==> src/rtl/msched_pkg.sv <==
// Shared definitions for the SHA-2 message schedule generator: FSM encoding,
// round count per word width, and the sigma rotation/shift amounts.
package msched_pkg;

  typedef enum logic {
    StIdle = 1'b0,
    StRun  = 1'b1
  } state_e;

  function automatic int unsigned rounds_for(input int unsigned w);
    return (w == 64) ? 80 : 64;
  endfunction

  // SHA-256 small sigmas
  localparam int unsigned S0_ROT_A_32 = 7;
  localparam int unsigned S0_ROT_B_32 = 18;
  localparam int unsigned S0_SHR_32   = 3;
  localparam int unsigned S1_ROT_A_32 = 17;
  localparam int unsigned S1_ROT_B_32 = 19;
  localparam int unsigned S1_SHR_32   = 10;

  // SHA-512 small sigmas
  localparam int unsigned S0_ROT_A_64 = 1;
  localparam int unsigned S0_ROT_B_64 = 8;
  localparam int unsigned S0_SHR_64   = 7;
  localparam int unsigned S1_ROT_A_64 = 19;
  localparam int unsigned S1_ROT_B_64 = 61;
  localparam int unsigned S1_SHR_64   = 6;

endpackage

==> src/rtl/msched_sigma.sv <==
// Combinational small-sigma functions s0/s1 for SHA-256 (W=32) or SHA-512 (W=64).
module msched_sigma
  import msched_pkg::*;
#(
  parameter int unsigned W = 32
) (
  input  logic [W-1:0] x0,
  input  logic [W-1:0] x1,
  output logic [W-1:0] s0,
  output logic [W-1:0] s1
);

  localparam int unsigned S0A = (W == 64) ? S0_ROT_A_64 : S0_ROT_A_32;
  localparam int unsigned S0B = (W == 64) ? S0_ROT_B_64 : S0_ROT_B_32;
  localparam int unsigned S0S = (W == 64) ? S0_SHR_64   : S0_SHR_32;
  localparam int unsigned S1A = (W == 64) ? S1_ROT_A_64 : S1_ROT_A_32;
  localparam int unsigned S1B = (W == 64) ? S1_ROT_B_64 : S1_ROT_B_32;
  localparam int unsigned S1S = (W == 64) ? S1_SHR_64   : S1_SHR_32;

  function automatic logic [W-1:0] rotr(input logic [W-1:0] x, input int unsigned n);
    return (x >> n) | (x << (W - n));
  endfunction

  assign s0 = rotr(x0, S0A) ^ rotr(x0, S0B) ^ (x0 >> S0S);
  assign s1 = rotr(x1, S1A) ^ rotr(x1, S1B) ^ (x1 >> S1S);

endmodule

==> src/rtl/msched_gen.sv <==
// SHA-2 message schedule generator: streams W_0..W_{ROUNDS-1} from a 16-word
// shift-register window with valid/ready handshakes on both sides.
module msched_gen
  import msched_pkg::*;
#(
  parameter int unsigned W = 32
) (
  input  logic            clk,
  input  logic            rst,
  input  logic [16*W-1:0] blk,
  input  logic            blk_valid,
  output logic            blk_ready,
  input  logic            abort,
  output logic [W-1:0]    wt,
  output logic [6:0]      wt_idx,
  output logic            wt_last,
  output logic            wt_valid,
  input  logic            wt_ready
);

  localparam int unsigned ROUNDS  = rounds_for(W);
  localparam logic [6:0]  LastIdx = 7'(ROUNDS - 1);

  state_e         state_q;
  logic [W-1:0]   m_q [16];
  logic [6:0]     idx_q;
  logic [W-1:0]   s0, s1, m_new;
  logic           xfer, load;

  assign wt       = m_q[0];
  assign wt_idx   = idx_q;
  assign wt_valid = (state_q == StRun);
  assign wt_last  = wt_valid && (idx_q == LastIdx);

  // abort suppresses the transfer, which also keeps blk_ready low on a final word
  assign xfer      = wt_valid & wt_ready & ~abort;
  assign blk_ready = (state_q == StIdle) | (xfer & wt_last);
  assign load      = blk_valid & blk_ready;

  msched_sigma #(
    .W(W)
  ) u_sigma (
    .x0(m_q[1]),
    .x1(m_q[14]),
    .s0(s0),
    .s1(s1)
  );

  assign m_new = m_q[0] + s0 + m_q[9] + s1;

  always_ff @(posedge clk) begin
    if (rst) begin
      state_q <= StIdle;
      idx_q   <= '0;
      for (int k = 0; k < 16; k++) m_q[k] <= '0;
    end else if (load) begin
      state_q <= StRun;
      idx_q   <= '0;
      for (int k = 0; k < 16; k++) m_q[k] <= blk[(15-k)*W +: W];
    end else if (wt_valid && abort) begin
      state_q <= StIdle;
    end else if (xfer) begin
      for (int k = 0; k < 15; k++) m_q[k] <= m_q[k+1];
      m_q[15] <= m_new;
      if (wt_last) begin
        state_q <= StIdle;
        idx_q   <= '0;
      end else begin
        idx_q <= idx_q + 7'd1;
      end
    end
  end

endmodule
==> config.mk <==
export PLATFORM = sky130hd
export DESIGN_NAME = msched_gen
export DESIGN_NICKNAME = d
export VERILOG_FILES = /design/src/rtl/msched_pkg.sv /design/src/rtl/msched_sigma.sv /design/src/rtl/msched_gen.sv
export SDC_FILE = /design/constraint.sdc
export NUM_CORES = 1
export LEC_CHECK = 0
export CORE_MARGIN = 3
export CORE_UTILIZATION = 44
export CTS_CLUSTER_SIZE = 20
export DETAILED_ROUTE_END_ITERATION = 10
export PLACE_DENSITY_LB_ADDON = 0.15
export RECOVER_POWER = 100
export SYNTH_ARGS = -nofsm -noshare
export SYNTH_HDL_FRONTEND = slang
export SYNTH_SLANG_ARGS = --single-unit
==> constraint.sdc <==
create_clock -name clk -period 6.5 [get_ports clk]
set_input_delay 1.3 -clock clk [delete_from_list [all_inputs] [get_ports clk]]
set_output_delay 1.3 -clock clk [all_outputs]
set_load 0.05 [all_outputs]
==> results of run 1 <==
==> power groups by stage <==
| stage | logic (mW) | clock network, mW | registers [mW] |
|---|---|---|---|
| floorplan | 2.59 | 0 | 4.24 |
| global placement | 3.96 | 0 | 4.31 |
| detailed placement | 3.99 | 0 | 4.32 |
| CTS | 4.04 | 3.36 | 4.25 |
| global route | 4.36 | 3.49 | 4.29 |
| finish | 4.06 | 3.32 | 4.26 |
==> area by class of cell <==
cell class	count	area (um2)	share of cell area [%]
Sequential cell	520	15500	46.7
Inverter	155	582	1.75
Tap cell	756	946	2.84
Multi-Input combinational cell	1007	8580	25.8
Timing Repair Buffer	570	5720	17.2
Clock inverter	37	490	1.47
Antenna cell	4	10.0	0.0301
Clock buffer	65	1410	4.25
==> worst min-delay path by stage <==
stage	from	to	slack, ps	depth (start not counted)
floorplan	m_q[0][193]$_SDFFCE_PN0P_	m_q[0][161]$_SDFFCE_PN0P_	510	1
global placement	wt_idx[6]$_SDFFE_PP0P_	wt_idx[6]$_SDFFE_PP0P_	460	2
detailed placement	wt_idx[6]$_SDFFE_PP0P_	wt_idx[6]$_SDFFE_PP0P_	470	2
CTS	wt_idx[6]$_SDFFE_PP0P_	wt_idx[6]$_SDFFE_PP0P_	480	2
global route	wt_idx[6]$_SDFFE_PP0P_	wt_idx[6]$_SDFFE_PP0P_	510	2
finish	wt_idx[6]$_SDFFE_PP0P_	wt_idx[6]$_SDFFE_PP0P_	480	2
==> layout by cell type (no fill, tap or decap), types with 3 or more instances in the layout <==
master	instances
nand4_1	6
nand3_1	7
fa_1	62
dfxtp_1	8
nand2_1	79
a211oi_1	4
o21ai_1	7
clkinv_1	10
clkbuf_1	11
o21ai_0	62
bufinv_16	10
o21bai_1	8
ha_1	32
diode_2	4
dlygate4sd3_1	45
clkinv_2	12
o21a_1	3
clkbuf_16	55
edfxtp_1	512
a22o_1	461
nor3_1	6
nor2b_1	4
a21o_1	13
xor2_1	26
xnor2_1	122
nor2_1	28
a31oi_1	7
clkdlybuf4s50_1	513
nor3b_1	4
a21oi_1	32
buf_4	3
buf_12	4
inv_1	154
==> flip-flops by register name, summed over array words and instances, names as in the netlist <==
| signal | cells |
|---|---|
| m_q | 512 |
| wt_idx | 7 |
| wt_valid | 1 |
==> cells by family (layout without fill, tap and decap cells) <==
group                      count (synthesis)  after routing  share of synthesized area [%]
AOI/OAI and AO/OA                        614            614                           19.6
xor gates and xnor gates                 148            148                           5.08
adders and majority gates                 94             94                           6.43
buffers and inverters                    307            827                           5.35
DFF                                      520            520                           60.9
muxes                                      1              1                         0.0392
other                                      0              4                              0
and+or+nand+nor                          150            150                           2.64
==> critical path, stage by stage (launching register included) <==
cell	delay (ps)
edfxtp_1	470
xnor2_1	360
xnor2_1	250
fa_1	490
inv_1	90
fa_1	420
inv_1	70
ha_1	180
inv_1	70
fa_1	490
nor2b_4	140
o31a_1	180
o311a_1	250
o31ai_1	140
a311oi_1	990
a21boi_1	180
xor2_1	390
o21ai_1	120
==> layer usage <==
| metal | vias to the layer above | track usage [%] |
|---|---|---|
| met4 | 10 | 7.96 |
| met2 | 753 | 47.4 |
| met5 | - | 0 |
| met1 | 9003 | 38.4 |
| li1 | 7923 | - |
| met3 | 108 | 5.74 |
==> through the flow <==
stage	instance area, um2	cells	util [%]
finish	33300	3114	58.4
global route	33300	3112	58.4
CTS	33400	3110	58.7
detailed placement	31500	3008	55.3
global placement	31500	3008	55.3
floorplan	25500	1834	-
==> flow_metrics.env, run 1 <==
export IMPL_status="finished, violations left"
export IMPL_violations="capacitance limit, slew limit"
export IMPL_path_clk_slew_ps=60
export IMPL_grt_pass1_wl_um=125000
export IMPL_n_fill_cell=4556
export IMPL_netlist_top_cells_count="edfxtp_1, a22o_1, inv_1, xnor2_1, nand2_1"
export IMPL_wl_um=89200
export IMPL_dpl_worst_slack_ps=1600
export IMPL_leakage_nw=13.0
export IMPL_r2r_cells=17
export IMPL_area_growth_pct=30.4
export IMPL_dp_hpwl_um=67000
export IMPL_layout_setup_ws_ps=921
export IMPL_postSynthCellCount=1834
export IMPL_synth_edff_count=512
export IMPL_cts_root_buffer="clkbuf_16"
export IMPL_numPortBuffers=558
export IMPL_drive_gt1_share_pct=4.21
export IMPL_async_flop_share_pct=0
export IMPL_start_util_pct=44.8
export IMPL_syn_area_um2=25500
export IMPL_grt_usage_pct=28.6
export IMPL_die_w_um=247
export IMPL_ir_drop_v=0.000220
export IMPL_final_max_slew_viol_count=559
export IMPL_reg2reg_slack_ps=920
export IMPL_holdWs_ps=477
export IMPL_ios=559
export IMPL_drt_met1_wl_um=36200
export IMPL_final_nets=2920
export IMPL_synth_ff_type="edfxtp_1"
export IMPL_ys_top_cells_by_area="edfxtp_1, a22o_1, fa_1"
export IMPL_worstPathRequired_ps=6820
export IMPL_htree_levels=2
export IMPL_worstSetupStartpoint="m_q[0][36]$_SDFFCE_PN0P_"
export IMPL_cts_setup_buffers=0
export IMPL_fin_tns_setup_ps=0
export IMPL_cts_tree="yes"
export IMPL_fin_crit_ps=5580
export IMPL_timing_fmax_ghz=0.179
export IMPL_maxSlewHeadroom_pct=-99.8
export IMPL_cp_end_kind="register"
export IMPL_drc=0
export IMPL_hold_violations=0
export IMPL_vias=17800
export IMPL_timing_critical_path_to="m_q[0][503]$_DFFE_PP_"
export IMPL_fp_dieH_um=247
export IMPL_pwr_share_clk_pct=28.5
export IMPL_synth_top_area_share_pct=60.3
export IMPL_crit_arrival_ps=5900
export IMPL_synthDistinctLibCells=54
export IMPL_p_sw_share_pct=34.6
export IMPL_synth_most_common_cell="edfxtp_1"
export IMPL_wl_met3_um=7050
export IMPL_synth_nets=2445
export IMPL_cts_sinks=520
export IMPL_rsz0062_at_grt="no"
export IMPL_crit_reg2reg_launch="m_q[0][36]$_SDFFCE_PN0P_"
export IMPL_min_path_type="reg2reg"
export IMPL_critPathLaunchType="register"
export IMPL_clk_latency_ps=640
export IMPL_finalClockSkew_ps=42.7
export IMPL_antenna_found_initial=8
export IMPL_die_area_um2=60900
export IMPL_avgRoutedWirePerCell_um=28.6
export IMPL_avgSynthCellArea_um2=13.9
export IMPL_synth_area_leader_cell="edfxtp_1"
export IMPL_synth_seq_cells=520
export IMPL_min_period_over_period_pct=85.8
export IMPL_wl_met2_um=43500
export IMPL_tightest_slew_ps=2990
export IMPL_drt_iter0_markers=1548
export IMPL_core_area_um2=56900
export IMPL_p_sw_mw=4.03
export IMPL_max_cap_viol_count=6
export IMPL_path_class="reg2reg"
export IMPL_cts_resized=0
export IMPL_hold_buffers=0
export IMPL_regToRegEndpoint="m_q[0][503]$_DFFE_PP_"
export IMPL_cts_buffer_depth=3
export IMPL_finalSetupViolCount=0
export IMPL_dr_pass1_iters=5
export IMPL_gp_congestion=0.931
export IMPL_total_power_mw=11.6
export IMPL_crit_fanout=7
export IMPL_rows=87
export IMPL_top_layer_used="met5"
export IMPL_grt_pass1_vias=17900
export IMPL_numCtsBuffers=55
export IMPL_intPower_mw=7.61
export IMPL_vias_per_cell=5.72
export IMPL_yosysSeqAreaShare_pct=60.9
export IMPL_p_per_area_nw_per_um2=350
export IMPL_ys_warn_count=0
export IMPL_grt_max_degree=220
export IMPL_grt_remaining_overflow=0
export IMPL_drtAntennaViolNets=0
export IMPL_power_frac_seq_pct=36.6
export IMPL_comb_power_share_pct=34.9
Power figures use the tool's default switching activity.
==> run 2, diff against run 1 <==
- CTS_CLUSTER_SIZE: 20 -> default
==> results of run 2 <==
Final layout, timing and power as in run 1 (identical DEF).
==> run 3, diff against run 2 <==
- CELL_PAD_IN_SITES_DETAIL_PLACEMENT: default -> 1
- CELL_PAD_IN_SITES_GLOBAL_PLACEMENT: default -> 2
- CORE_UTILIZATION: 44 -> 31
==> run 3 against run 2 <==
Compared with the run above: the flow still finishes with violations (capacitance limit, slew limit); total power down 0.51%; critical path depth shrank 1; combinational power grew 4%; sequential cell count unchanged; register-to-register slack better by 160 ps; clock-buffer cell count increased by 6; cell count is 11% higher; non-clock buffer count grew 10; largest cell class unchanged; largest power group unchanged.
==> flow_metrics.env, run 3 (synthesis gave the netlist of run 1 again) <==
export IMPL_status="finished, violations left"
export IMPL_violations="capacitance limit, slew limit"
export IMPL_gp_congestion=0.949
export IMPL_worst_path_most_repeated_cell="fa_1"
export IMPL_grt_pass1_vias=18800
export IMPL_tightest_slew_ps=3110
export IMPL_critPathLaunchType="register"
export IMPL_worstSetupStartpoint="m_q[0][35]$_SDFFCE_PN0P_"
export IMPL_fin_crit_ps=5420
export IMPL_clk_latency_ps=620
export IMPL_leakage_nw=12.9
export IMPL_die_w_um=293
export IMPL_grt_usage_pct=23.7
export IMPL_path_delay_family="compound AO/OA/AOI/OAI gates"
export IMPL_core_area_um2=81100
export IMPL_area_growth_pct=31.7
export IMPL_regMostFlops="m_q"
export IMPL_mostFrequentLayoutCell="clkdlybuf4s50_1"
export IMPL_htree_levels=2
export IMPL_rows=104
export IMPL_cts_setup_buffers=0
export IMPL_drt_iter0_markers=1254
export IMPL_vias_per_cell=5.15
export IMPL_rsz0062_at_grt="no"
export IMPL_cts_tree="yes"
export IMPL_final_cell_mix="clkdlybuf4s50_1, edfxtp_1, a22o_1"
export IMPL_maxSlewHeadroom_pct=-108
export IMPL_drc=0
export IMPL_grt_pass1_wl_um=144000
export IMPL_ios=559
export IMPL_ir_drop_v=0.000189
export IMPL_numCtsBuffers=59
export IMPL_max_cap_viol_count=8
export IMPL_min_path_type="reg2reg"
export IMPL_placed_cells=3322
export IMPL_start_util_pct=31.5
export IMPL_critPathSlowestCell="a311oi_1"
export IMPL_worstPathRequired_ps=6850
export IMPL_finalSetupViolCount=0
export IMPL_fp_dieH_um=293
export IMPL_crit_reg2reg_launch="m_q[0][35]$_SDFFCE_PN0P_"
export IMPL_drtAntennaViolNets=0
export IMPL_cts_buffer_depth=3
export IMPL_vias=17700
export IMPL_antenna_found_initial=28
export IMPL_cp_end_kind="register"
export IMPL_hold_violations=0
export IMPL_p_per_area_nw_per_um2=345
export IMPL_crit_arrival_ps=5770
export IMPL_hold_buffers=0
export IMPL_cts_resized=0
export IMPL_dr_pass1_iters=4
export IMPL_min_period_over_period_pct=83.4
export IMPL_finalClockSkew_ps=17.3
export IMPL_numPortBuffers=558
export IMPL_grt_remaining_overflow=0
export IMPL_final_max_slew_viol_count=614
export IMPL_grt_max_degree=130
export IMPL_largest_reg_flops=512
export IMPL_drive_gt1_share_pct=4.22
export IMPL_instances_no_fill=3441
export IMPL_path_clk_slew_ps=60
export IMPL_worstPathCellList="xor2_1, xnor2_1, fa_1, fa_1, inv_1, ha_1, inv_1, fa_1, nor2b_4, o31a_1, o311a_1, o31ai_1, a311oi_1, a31oi_1, xnor2_1, a22o_1"
export IMPL_total_power_mw=11.6
export IMPL_wl_um=104000
export IMPL_crit_fanout=7
export IMPL_worst_path_buf_inv=2
export IMPL_max_stage_delay_ps=1030
export IMPL_fin_tns_setup_ps=0
export IMPL_timing_fmax_ghz=0.184
export IMPL_cts_root_buffer="clkbuf_16"
export IMPL_path_class="reg2reg"
export IMPL_avgRoutedWirePerCell_um=30.3
export IMPL_holdWs_ps=476
export IMPL_cts_sinks=520
export IMPL_dp_hpwl_um=80400
export IMPL_worstHoldStart="wt_idx[6]$_SDFFE_PP0P_"
export IMPL_die_area_um2=85800
export IMPL_final_nets=2934
==> run 3: cell types whose count changed in the layout (fill, tap and decap cells not counted), moves of 4 or more <==
cell / change
clkinv_1: +9
clkbuf_16: +4
clkbuf_1: +7
clkbuf_2: +5
bufinv_16: -9
diode_2: +8
==> run 3: worst paths after layout <==
path / slack [ps] / depth (start not counted) / to
worst max-delay path: 1080 / 16 / m_q[0][511]$_DFFE_PP_
worst min-delay path: 480 / 2 / wt_idx[6]$_SDFFE_PP0P_
worst max register to register: 1080 / 16 / m_q[0][511]$_DFFE_PP_
worst min register to register: 480 / 2 / wt_idx[6]$_SDFFE_PP0P_
==> run 3: through the flow <==
step	instance area, um2	utilization [%]	setup WS, ps
2_1_floorplan	25500	-	100
4_1_cts	33700	41.6	1600
3_5_place_dp	32000	39.4	1610
3_3_place_gp	32000	39.4	1630
6_report	33600	41.4	1080
5_1_grt	33600	41.4	754
==> run 3: area by class of cell <==
| type | count | area, um2 |
|---|---|---|
| antenna | 12 | 30.0 |
| clock buffer | 71 | 1520 |
| clock inverter | 36 | 229 |
| fill | 8314 | 47500 |
| inverter | 155 | 582 |
| multi-input combinational | 1007 | 8590 |
| sequential | 520 | 15500 |
| tap | 1060 | 1330 |
| timing repair buffer | 580 | 5790 |
==> run 3: per-layer routing <==
layer  up-vias  share of wire, %  GRT usage [%]
met5         -              0.10              0
met4        16               3.2           7.93
met3       135               6.1           5.55
met2       523                49           39.7
met1      9073                41           30.2
li1       7962                 -              -
==> run 3: worst min-delay path: cells and delay by family, from the launching register on <==
family / cells / cell delay (ps)
simple gates: 1 / 40
compound gates: 1 / 80
flops: 1 / 310
==> run 3: power by group <==
group / total [mW] / leakage, nW / internal, mW / switching [mW]
combinational: 4.21 / 6.45 / 1.64 / 2.57
clock: 3.11 / 0.848 / 1.70 / 1.41
sequential: 4.27 / 5.61 / 4.05 / 0.212
